`config.mk`:
```
export PLATFORM = sky130hd
export DESIGN_NAME = shift_sequencer
export DESIGN_NICKNAME = d
export VERILOG_FILES = /design/src/rtl/shift_sequencer_pkg.sv /design/src/rtl/shift_stage_mux.sv /design/src/rtl/shift_sequencer.sv
export SDC_FILE = /design/constraint.sdc
export NUM_CORES = 1
export LEC_CHECK = 0
export BUFFER_PORTS_ARGS = -buffer_cell sky130_fd_sc_hd__buf_2
export CAP_MARGIN = 25
export CORE_MARGIN = 2
export CORE_UTILIZATION = 60
export DETAILED_ROUTE_END_ITERATION = 8
export PLACE_DENSITY = 0.82
export SLEW_MARGIN = 10
export SYNTH_ARGS = -nofsm -noshare
export SYNTH_HDL_FRONTEND = slang
export SYNTH_HIERARCHICAL = 1
export SYNTH_SLANG_ARGS = --single-unit
```
`constraint.sdc`:
```
create_clock -name clock -period 2.8 [get_ports clock]
set_clock_uncertainty 0.05 [all_clocks]
set_input_delay 0.7 -clock clock [delete_from_list [all_inputs] [get_ports clock]]
set_output_delay 0.7 -clock clock [all_outputs]
set_load 0.02 [all_outputs]
```
`src/rtl/shift_sequencer_pkg.sv`:
```
// Shared definitions for the multi-cycle shift sequencer: op encoding,
// FSM state encoding, default widths and a counter-width helper.
package shift_sequencer_pkg;

    localparam int DEFAULT_WIDTH   = 32;
    localparam int DEFAULT_SHAMT_W = 5;

    localparam logic OP_SLL = 1'b0;
    localparam logic OP_SRA = 1'b1;

    typedef enum logic [1:0] {
        ST_IDLE  = 2'd0,
        ST_SHIFT = 2'd1,
        ST_DONE  = 2'd2
    } state_t;

    // Width of the stage counter that walks shamt bits 0..shamt_w-1
    function automatic int cnt_width(input int shamt_w);
        return (shamt_w > 1) ? $clog2(shamt_w) : 1;
    endfunction

endpackage

```
`src/rtl/shift_stage_mux.sv`:
```
// One step of the sequential shifter: optionally shifts the accumulator by
// 2^cnt, left with zero fill or arithmetic right with sign fill.
module shift_stage_mux
    import shift_sequencer_pkg::*;
#(
    parameter int WIDTH   = DEFAULT_WIDTH,
    parameter int SHAMT_W = DEFAULT_SHAMT_W,
    parameter int CNT_W   = cnt_width(DEFAULT_SHAMT_W)
) (
    input  logic [WIDTH-1:0] acc,
    input  logic [CNT_W-1:0] cnt,
    input  logic             op,
    input  logic             enable,
    output logic [WIDTH-1:0] y
);

    logic [WIDTH-1:0] sll_stage [SHAMT_W];
    logic [WIDTH-1:0] sra_stage [SHAMT_W];

    // Fixed-distance shifters, one pair per stage; pure wiring per stage
    for (genvar i = 0; i < SHAMT_W; i++) begin : g_stage
        assign sll_stage[i] = acc << (2 ** i);
        assign sra_stage[i] = $signed(acc) >>> (2 ** i);
    end

    // Pick the stage selected by cnt, or pass acc through when disabled
    always_comb begin
        y = acc;
        if (enable) begin
            for (int i = 0; i < SHAMT_W; i++) begin
                if (cnt == CNT_W'(i)) begin
                    y = (op == OP_SRA) ? sra_stage[i] : sll_stage[i];
                end
            end
        end
    end

endmodule

```
`src/rtl/shift_sequencer.sv`:
```
// Multi-cycle variable shifter: walks shamt one bit per cycle, applying a
// 2^i stage to an accumulator, then presents the result with a done pulse.
module shift_sequencer
    import shift_sequencer_pkg::*;
#(
    parameter int WIDTH      = DEFAULT_WIDTH,
    parameter int SHAMT_W    = DEFAULT_SHAMT_W,
    parameter int EARLY_EXIT = 0
) (
    input  logic               clock,
    input  logic               reset,
    input  logic               start,
    input  logic               op,
    input  logic [WIDTH-1:0]   data_in,
    input  logic [SHAMT_W-1:0] shamt,
    output logic               busy,
    output logic               done,
    output logic [WIDTH-1:0]   result
);

    localparam int               CNT_W    = cnt_width(SHAMT_W);
    localparam logic [CNT_W-1:0] LAST_CNT = CNT_W'(SHAMT_W - 1);

    state_t             state;
    state_t             state_next;
    logic [WIDTH-1:0]   acc;
    logic [WIDTH-1:0]   stage_out;
    logic [SHAMT_W-1:0] shamt_q;
    logic               op_q;
    logic [CNT_W-1:0]   cnt;
    logic               accept;
    logic               stage_en;
    logic               upper_clear;
    logic               last_stage;

    // A start is only honoured outside SHIFT; requests during SHIFT are dropped
    assign accept      = start && (state != ST_SHIFT);
    assign stage_en    = shamt_q[cnt];
    assign upper_clear = ((shamt_q >> (32'(cnt) + 32'd1)) == '0);
    assign last_stage  = (cnt == LAST_CNT) || ((EARLY_EXIT != 0) && upper_clear);

    assign busy = (state == ST_SHIFT);
    assign done = (state == ST_DONE);

    shift_stage_mux #(
        .WIDTH  (WIDTH),
        .SHAMT_W(SHAMT_W),
        .CNT_W  (CNT_W)
    ) u_stage (
        .acc   (acc),
        .cnt   (cnt),
        .op    (op_q),
        .enable(stage_en),
        .y     (stage_out)
    );

    // Next-state logic: DONE always lasts one cycle, optionally chaining into SHIFT
    always_comb begin
        state_next = state;
        case (state)
            ST_IDLE:  if (accept) state_next = ST_SHIFT;
            ST_SHIFT: if (last_stage) state_next = ST_DONE;
            ST_DONE:  state_next = accept ? ST_SHIFT : ST_IDLE;
            default:  state_next = ST_IDLE;
        endcase
    end

    // State register; reset abandons any operation in flight
    always_ff @(posedge clock or posedge reset) begin
        if (reset) begin
            state <= ST_IDLE;
        end else begin
            state <= state_next;
        end
    end

    // Operand latches, stage counter, accumulator and the held result
    always_ff @(posedge clock or posedge reset) begin
        if (reset) begin
            acc     <= '0;
            shamt_q <= '0;
            op_q    <= OP_SLL;
            cnt     <= '0;
            result  <= '0;
        end else if (accept) begin
            acc     <= data_in;
            shamt_q <= shamt;
            op_q    <= op;
            cnt     <= '0;
        end else if (state == ST_SHIFT) begin
            acc <= stage_out;
            cnt <= cnt + CNT_W'(1);
            if (last_stage) begin
                result <= stage_out;
            end
        end
    end

endmodule
```
======== Yosys cells after proc, flatten, opt, wreduce, memory -nomap -nowiden ========
Index checks and enable logic that the tools add are counted.
cells by class
  add/subtract/negate cells ............... 1
  magnitude comparators ................... 1
  equality and inequality tests ........... 9
  muxes and demuxes ....................... 21
  bitwise logic cells ..................... 1
  reductions and logical operators ........ 6
operators by type and width
  kind                   number
  $mux W32               13
  $eq A3 B2 Y1 const B   2
  $mux W3                2
  $pmux W2 S3            1
  $lt A3 B4 Y1 const B   1
  $mux W2                2
  $ne A2 B1 Y1 const B   2
  $add A3 B1 Y3 const B  1
  $bmux W1 S3            1
  $eq A3 B1 Y1 const B   1
  $eq A3 B3 Y1 const B   1
  $logic_not A3 Y1       1
  $reduce_and A3 Y1      1
  $eq A2 B1 Y1 const B   1
  $eq A2 B2 Y1 const B   1
  $logic_not A2 Y1       1
  $mux W1                2
  $ne A2 B2 Y1 const B   1
  $reduce_and A2 Y1      1
  $reduce_bool A2 Y1     1
  $logic_and A1 B1 Y1    1
  $not A1 Y1             1
word-level totals
  register bits after elaboration ......... 75
  bits of input ports ..................... 41
  output and inout bits ................... 34

======== Depth between registers and ports, before layout ========
  word-level depth ........................ 9
  depth in mapped cells ................... 10
  mapped depth without buffers ............ 9

======== By module ========
Netlist, hierarchy kept.
by module, submodules not included
  module           times used  cells each  area each (sq um)  seq. area each (sq um)
  shift_sequencer  1           252         3293.2             1876.8
  shift_stage_mux  1           461         3037.9             0.0

======== Worst setup path after synthesis ========
Ideal clock, no wire load.
  path type ............................... register to register
  start point ............................. register cnt[1]
  end point ............................... register result[27]
  arrival time ............................ 2.358 ns
  data required time ...................... 2.625 ns
  path slack .............................. 0.267 ns
  cell stages (with the launch flop) ...... 9
  buffers on the path ..................... 2
  path through ............................ dfrtp_1 -> nor2b_1 -> a211oi_1 -> o31ai_1 -> clkbuf_1 -> clkbuf_1 -> o2111ai_1 -> o221a_2 -> mux2_4
RTL lines
  element                        line                   RTL
  start: declaration             shift_sequencer.sv:30  logic [CNT_W-1:0] cnt;
  start signal: assignment       shift_sequencer.sv:92  cnt <= cnt + CNT_W'(1);
  $bmux W1 S3                    shift_sequencer.sv:38  assign stage_en = shamt_q[cnt];
  $mux W1 (not written as such)  shift_sequencer.sv:38
  named net stage_en             shift_sequencer.sv:32  logic stage_en;
  $mux W32                       shift_stage_mux.sv:29  if (enable) begin
  named net stage_out[27]        shift_sequencer.sv:27  logic [WIDTH-1:0] stage_out;
  end signal: assignment         shift_sequencer.sv:94  result <= stage_out;
  end: declaration               shift_sequencer.sv:18  output logic [WIDTH-1:0] result
The timed path passes the listed nets, and every way through them passes these cells. The select of a mux whose other input is x is not followed.
A chain may end at the register's enable or synchronous reset.

======== Worst setup path in the final report ========
  start point ............................. register cnt[1]
  end point ............................... register result[22]
The elaborated chain is that of the path after synthesis.

==> summary by stage <==
Status
The run finished with clean final reports.

Finish
The fraction of final layout cells with drive strength greater than 1 is 26.61%. The fill cell total of the finished layout is 881. The register area is 1879 µm². The most common cell after layout, fill and taps aside is sky130_fd_sc_hd__nand2_1. From synthesis to final layout, the design area changed by 9.170%. The library cells used most frequently in the layout, excluding fill and tap cells, are sky130_fd_sc_hd__nand2_1, sky130_fd_sc_hd__buf_2, sky130_fd_sc_hd__dfrtp_1. The total number of nets in the final design is 797. The diode insertion count for antenna repair is 0. The multi-input combinational cells in the finished layout cover a total of 3990 µm².

STA
Subtracting the final worst setup slack from the clock period gives 2.550 ns. Setup repair after global routing left no endpoint under its margin. At the pin with the least slew margin, the transition time is 0.7428 ns. In the finished design, the share of the clock period the worst path needs comes to 91.06%. The post-route setup TNS is 0 ns. Timing would allow up to 392.2 MHz. The count of pins over their slew limit is 0.

The final-report hold violation count is 0. The worst pin sits at a relative slew slack of 50.48%. The final number of setup-violating endpoints is 0.

CTS
CTS built an H-tree with a depth of 3. Clock tree synthesis inserted a total of 9 buffers. The number of gates given a new drive strength after cts is 0. At the later pin of the worst-skew pair, clock insertion delay measures 0.38 ns. In this run the deepest clock path goes through 2 buffers.

Buffers added to address setup during post-CTS repair amount to 0. The CTS tree is yes. CTS placed an instance of sky130_fd_sc_hd__clkbuf_8 at the clock tree root. The number of hold buffers added after CTS was 0. Clock-pin slew was measured on the worst setup and hold paths at 0.08 ns. The clock sink total is 75.

Worst setup path
Counting cells, the worst reg-to-reg path comes to 9. The kind of critical path is flop to flop. Along the worst path, the maximum fanout reaches 28. The number of logic stages on the critical path including buffering is 9. The slowest stage of the critical path is the sky130_fd_sc_hd__dfrtp_1 cell. In this run the critical register-to-register path is launched from cnt[1]$_DFFE_PP0P_.

On the critical path the largest part of the delay comes from simple AND/OR/NAND/NOR gates. STA classifies the critical path endpoint as a flop. The critical path required time is 3.01 ns. The highest cell delay on the worst timing path is 0.44 ns.

The number of buffers and inverters on the critical path is 1. In this run the critical register-to-register path is captured at result[22]$_DFFE_PP0P_. The capturing instance or port of the critical path is result[22]$_DFFE_PP0P_. Data arrives at the worst endpoint at 2.76 ns. Walking the worst path, the cells encountered are mux2i_1 -> or3_1 -> o31ai_4 -> buf_12 -> nor3b_1 -> a32oi_1 -> o22ai_1 -> a211oi_1 -> mux2_4. The launching element of the worst setup path is cnt[1]$_DFFE_PP0P_. STA classifies the critical path startpoint as a flop. The worst reg-to-reg setup slack is 0.25 ns.

Route
For this block, the initial DRC count from the detailed router was 675. The post-route antenna net violation count is 0. In the routed layout, each cell is associated on average with a via count of 6.971. The number of detailed-route iterations in the first pass is 5. The number of DRC violations after detailed routing is 0. The routed wire length is 21.07 mm. The average wire per standard cell is 23.54 µm. The total number of vias is 6,239.

Floorplanning
During I/O placement, the number of pins put on the boundary was 75. The floorplan step defined a core boundary enclosing 10,280 µm². The die extent in y is 106.7 µm. The row count is 37. The total die area is 11,390 µm².

The initial cell density of the core is 61.60%. The x dimension of the die is 106.7 µm.

Placement
The count of buffers from port buffering is 74. The wire-length estimate of the detail-placed layout is 14.61 mm. The final weighted congestion in routability-driven placement is 1.056.

Synth
The share of synthesized flip-flops with an asynchronous set or reset is 100.0%. Counting flops with a built-in enable in the synthesized netlist gives 0. In the synthesized netlist the dominant register cell turns out to be sky130_fd_sc_hd__dfrtp_1. In this run the mean area of a mapped cell was 8.879 µm².

The number of distinct standard cells referenced by the synthesized netlist is 66. Yosys printed 6 warnings. The sequential share of the synthesized area is 29.64%.

Synthesis inferred 75 register bits. The synthesized netlist net count is 756. Synthesis produced a netlist whose cell count is 713. The cell area after synthesis is 6331 µm².

Hold path
The worst hold path belongs to the class input port to asynchronous set/reset pin.

Global route
The total global-route track usage is 37.59%. The aggregate global routing overflow is 0. The global-route wire length before repair is 32.86 mm. The via count of the first global-routing pass is 6,022. The initial antenna violation count was 0.

The maximum number of pins on one net before global-route repair is 45.

Run
The max capacitance violation total is 0.
[layer usage]
metal | track usage, % | vias up | share of wire, %
met2 | 57.83 | 470 | 45
li1 | - | 2725 | -
met4 | 20.87 | 0 | 4.9
met5 | 0 | - | 0
met1 | 49.39 | 2952 | 39
met3 | 8.024 | 92 | 11
[final cells by class]
type	count	share of cell area, %
Tap cell	136	2.462
Multi-Input combinational cell	545	57.73
Inverter	17	0.9232
Sequential cell	75	27.19
Timing Repair Buffer	106	9.377
Clock inverter	6	0.4707
Clock buffer	10	1.846
[sequential cells by signal (all words and copies together), names as in the netlist]
register  flops
cnt           3
shamt_q       5
result       32
op_q          1
state         2
acc          32
[logic make-up (layout without fill, tap and decap cells)]
group	Yosys count	in the layout	share of synthesized area [%]
AO/OA/AOI/OAI	234	234	23.93
adder cells (fa/ha/maj)	2	2	0.3952
multiplexers	108	108	22.53
buffers and inverters	93	139	7.569
flip-flops	75	75	29.64
AND/OR/NAND/NOR	201	201	15.93
[cell usage after synthesis, types with 4 or more instances]
library cell | count | share of area, %
sky130_fd_sc_hd__a211oi_1 | 16 | 1.9
sky130_fd_sc_hd__a21boi_0 | 4 | 0.47
sky130_fd_sc_hd__a21o_1 | 5 | 0.59
sky130_fd_sc_hd__a21oi_1 | 44 | 3.5
sky130_fd_sc_hd__a221oi_1 | 4 | 0.55
sky130_fd_sc_hd__a22oi_1 | 5 | 0.59
sky130_fd_sc_hd__a31oi_1 | 11 | 1.1
sky130_fd_sc_hd__a32o_1 | 4 | 0.63
sky130_fd_sc_hd__and2_1 | 5 | 0.49
sky130_fd_sc_hd__buf_2 | 22 | 1.7
sky130_fd_sc_hd__buf_4 | 11 | 1.3
sky130_fd_sc_hd__buf_6 | 8 | 1.4
sky130_fd_sc_hd__clkbuf_1 | 34 | 2.0
sky130_fd_sc_hd__dfrtp_1 | 75 | 30
sky130_fd_sc_hd__inv_1 | 14 | 0.83
sky130_fd_sc_hd__mux2_2 | 20 | 3.6
sky130_fd_sc_hd__mux2_4 | 29 | 6.9
sky130_fd_sc_hd__mux2i_1 | 45 | 7.1
sky130_fd_sc_hd__mux4_2 | 14 | 5.0
sky130_fd_sc_hd__nand2_1 | 87 | 5.2
sky130_fd_sc_hd__nand2b_1 | 20 | 2.0
sky130_fd_sc_hd__nand3_1 | 13 | 1.0
sky130_fd_sc_hd__nor2_1 | 30 | 1.8
sky130_fd_sc_hd__nor2b_1 | 12 | 1.2
sky130_fd_sc_hd__nor3b_1 | 4 | 0.47
sky130_fd_sc_hd__o2111ai_1 | 5 | 0.69
sky130_fd_sc_hd__o211ai_1 | 6 | 0.71
sky130_fd_sc_hd__o21ai_0 | 71 | 5.6
sky130_fd_sc_hd__o221ai_1 | 7 | 0.97
sky130_fd_sc_hd__o22ai_1 | 13 | 1.3
sky130_fd_sc_hd__o31ai_1 | 5 | 0.59
[how the worst min path moves through the flow]
stage	from	endpoint	slack [ns]
global placement	state[0]$_DFFE_PP0P_	state[0]$_DFFE_PP0P_	0.42
finish	reset	shamt_q[1]$_DFFE_PP0P_	0.31
detailed placement	state[0]$_DFFE_PP0P_	state[0]$_DFFE_PP0P_	0.44
CTS	reset	acc[22]$_DFFE_PP0P_	0.32
floorplan	state[0]$_DFFE_PP0P_	state[0]$_DFFE_PP0P_	0.40
global route	reset	acc[22]$_DFFE_PP0P_	0.36
[through the flow]
step / instance area, µm² / worst slack [ns] / hold WS, ns / util (%) / std cells
5_1_grt: 6912 / 0.1047 / 0.3597 / 67.25 / 895
3_5_place_dp: 6751 / 0.2923 / 0.4370 / 65.69 / 879
4_1_cts: 6912 / 0.2710 / 0.3152 / 67.25 / 895
6_report: 6912 / 0.2503 / 0.3139 / 67.25 / 895
2_1_floorplan: 6331 / 0.1400 / 0.4013 / - / 713
3_3_place_gp: 6751 / 0.3166 / 0.4250 / 65.69 / 879
[worst reg2reg max path, stage by stage (launching register included)]
cell and delay (ns):
sky130_fd_sc_hd__dfrtp_1 0.44, sky130_fd_sc_hd__mux2i_1 0.14, sky130_fd_sc_hd__or3_1 0.36, sky130_fd_sc_hd__o31ai_4 0.10, sky130_fd_sc_hd__buf_12 0.22, sky130_fd_sc_hd__nor3b_1 0.33, sky130_fd_sc_hd__a32oi_1 0.15, sky130_fd_sc_hd__o22ai_1 0.27
sky130_fd_sc_hd__a211oi_1 0.11, sky130_fd_sc_hd__mux2_4 0.27
Power is left out: the tool's default activity adds up to more than one toggle a clock period on the data nets, which glitch-free logic cannot reach.
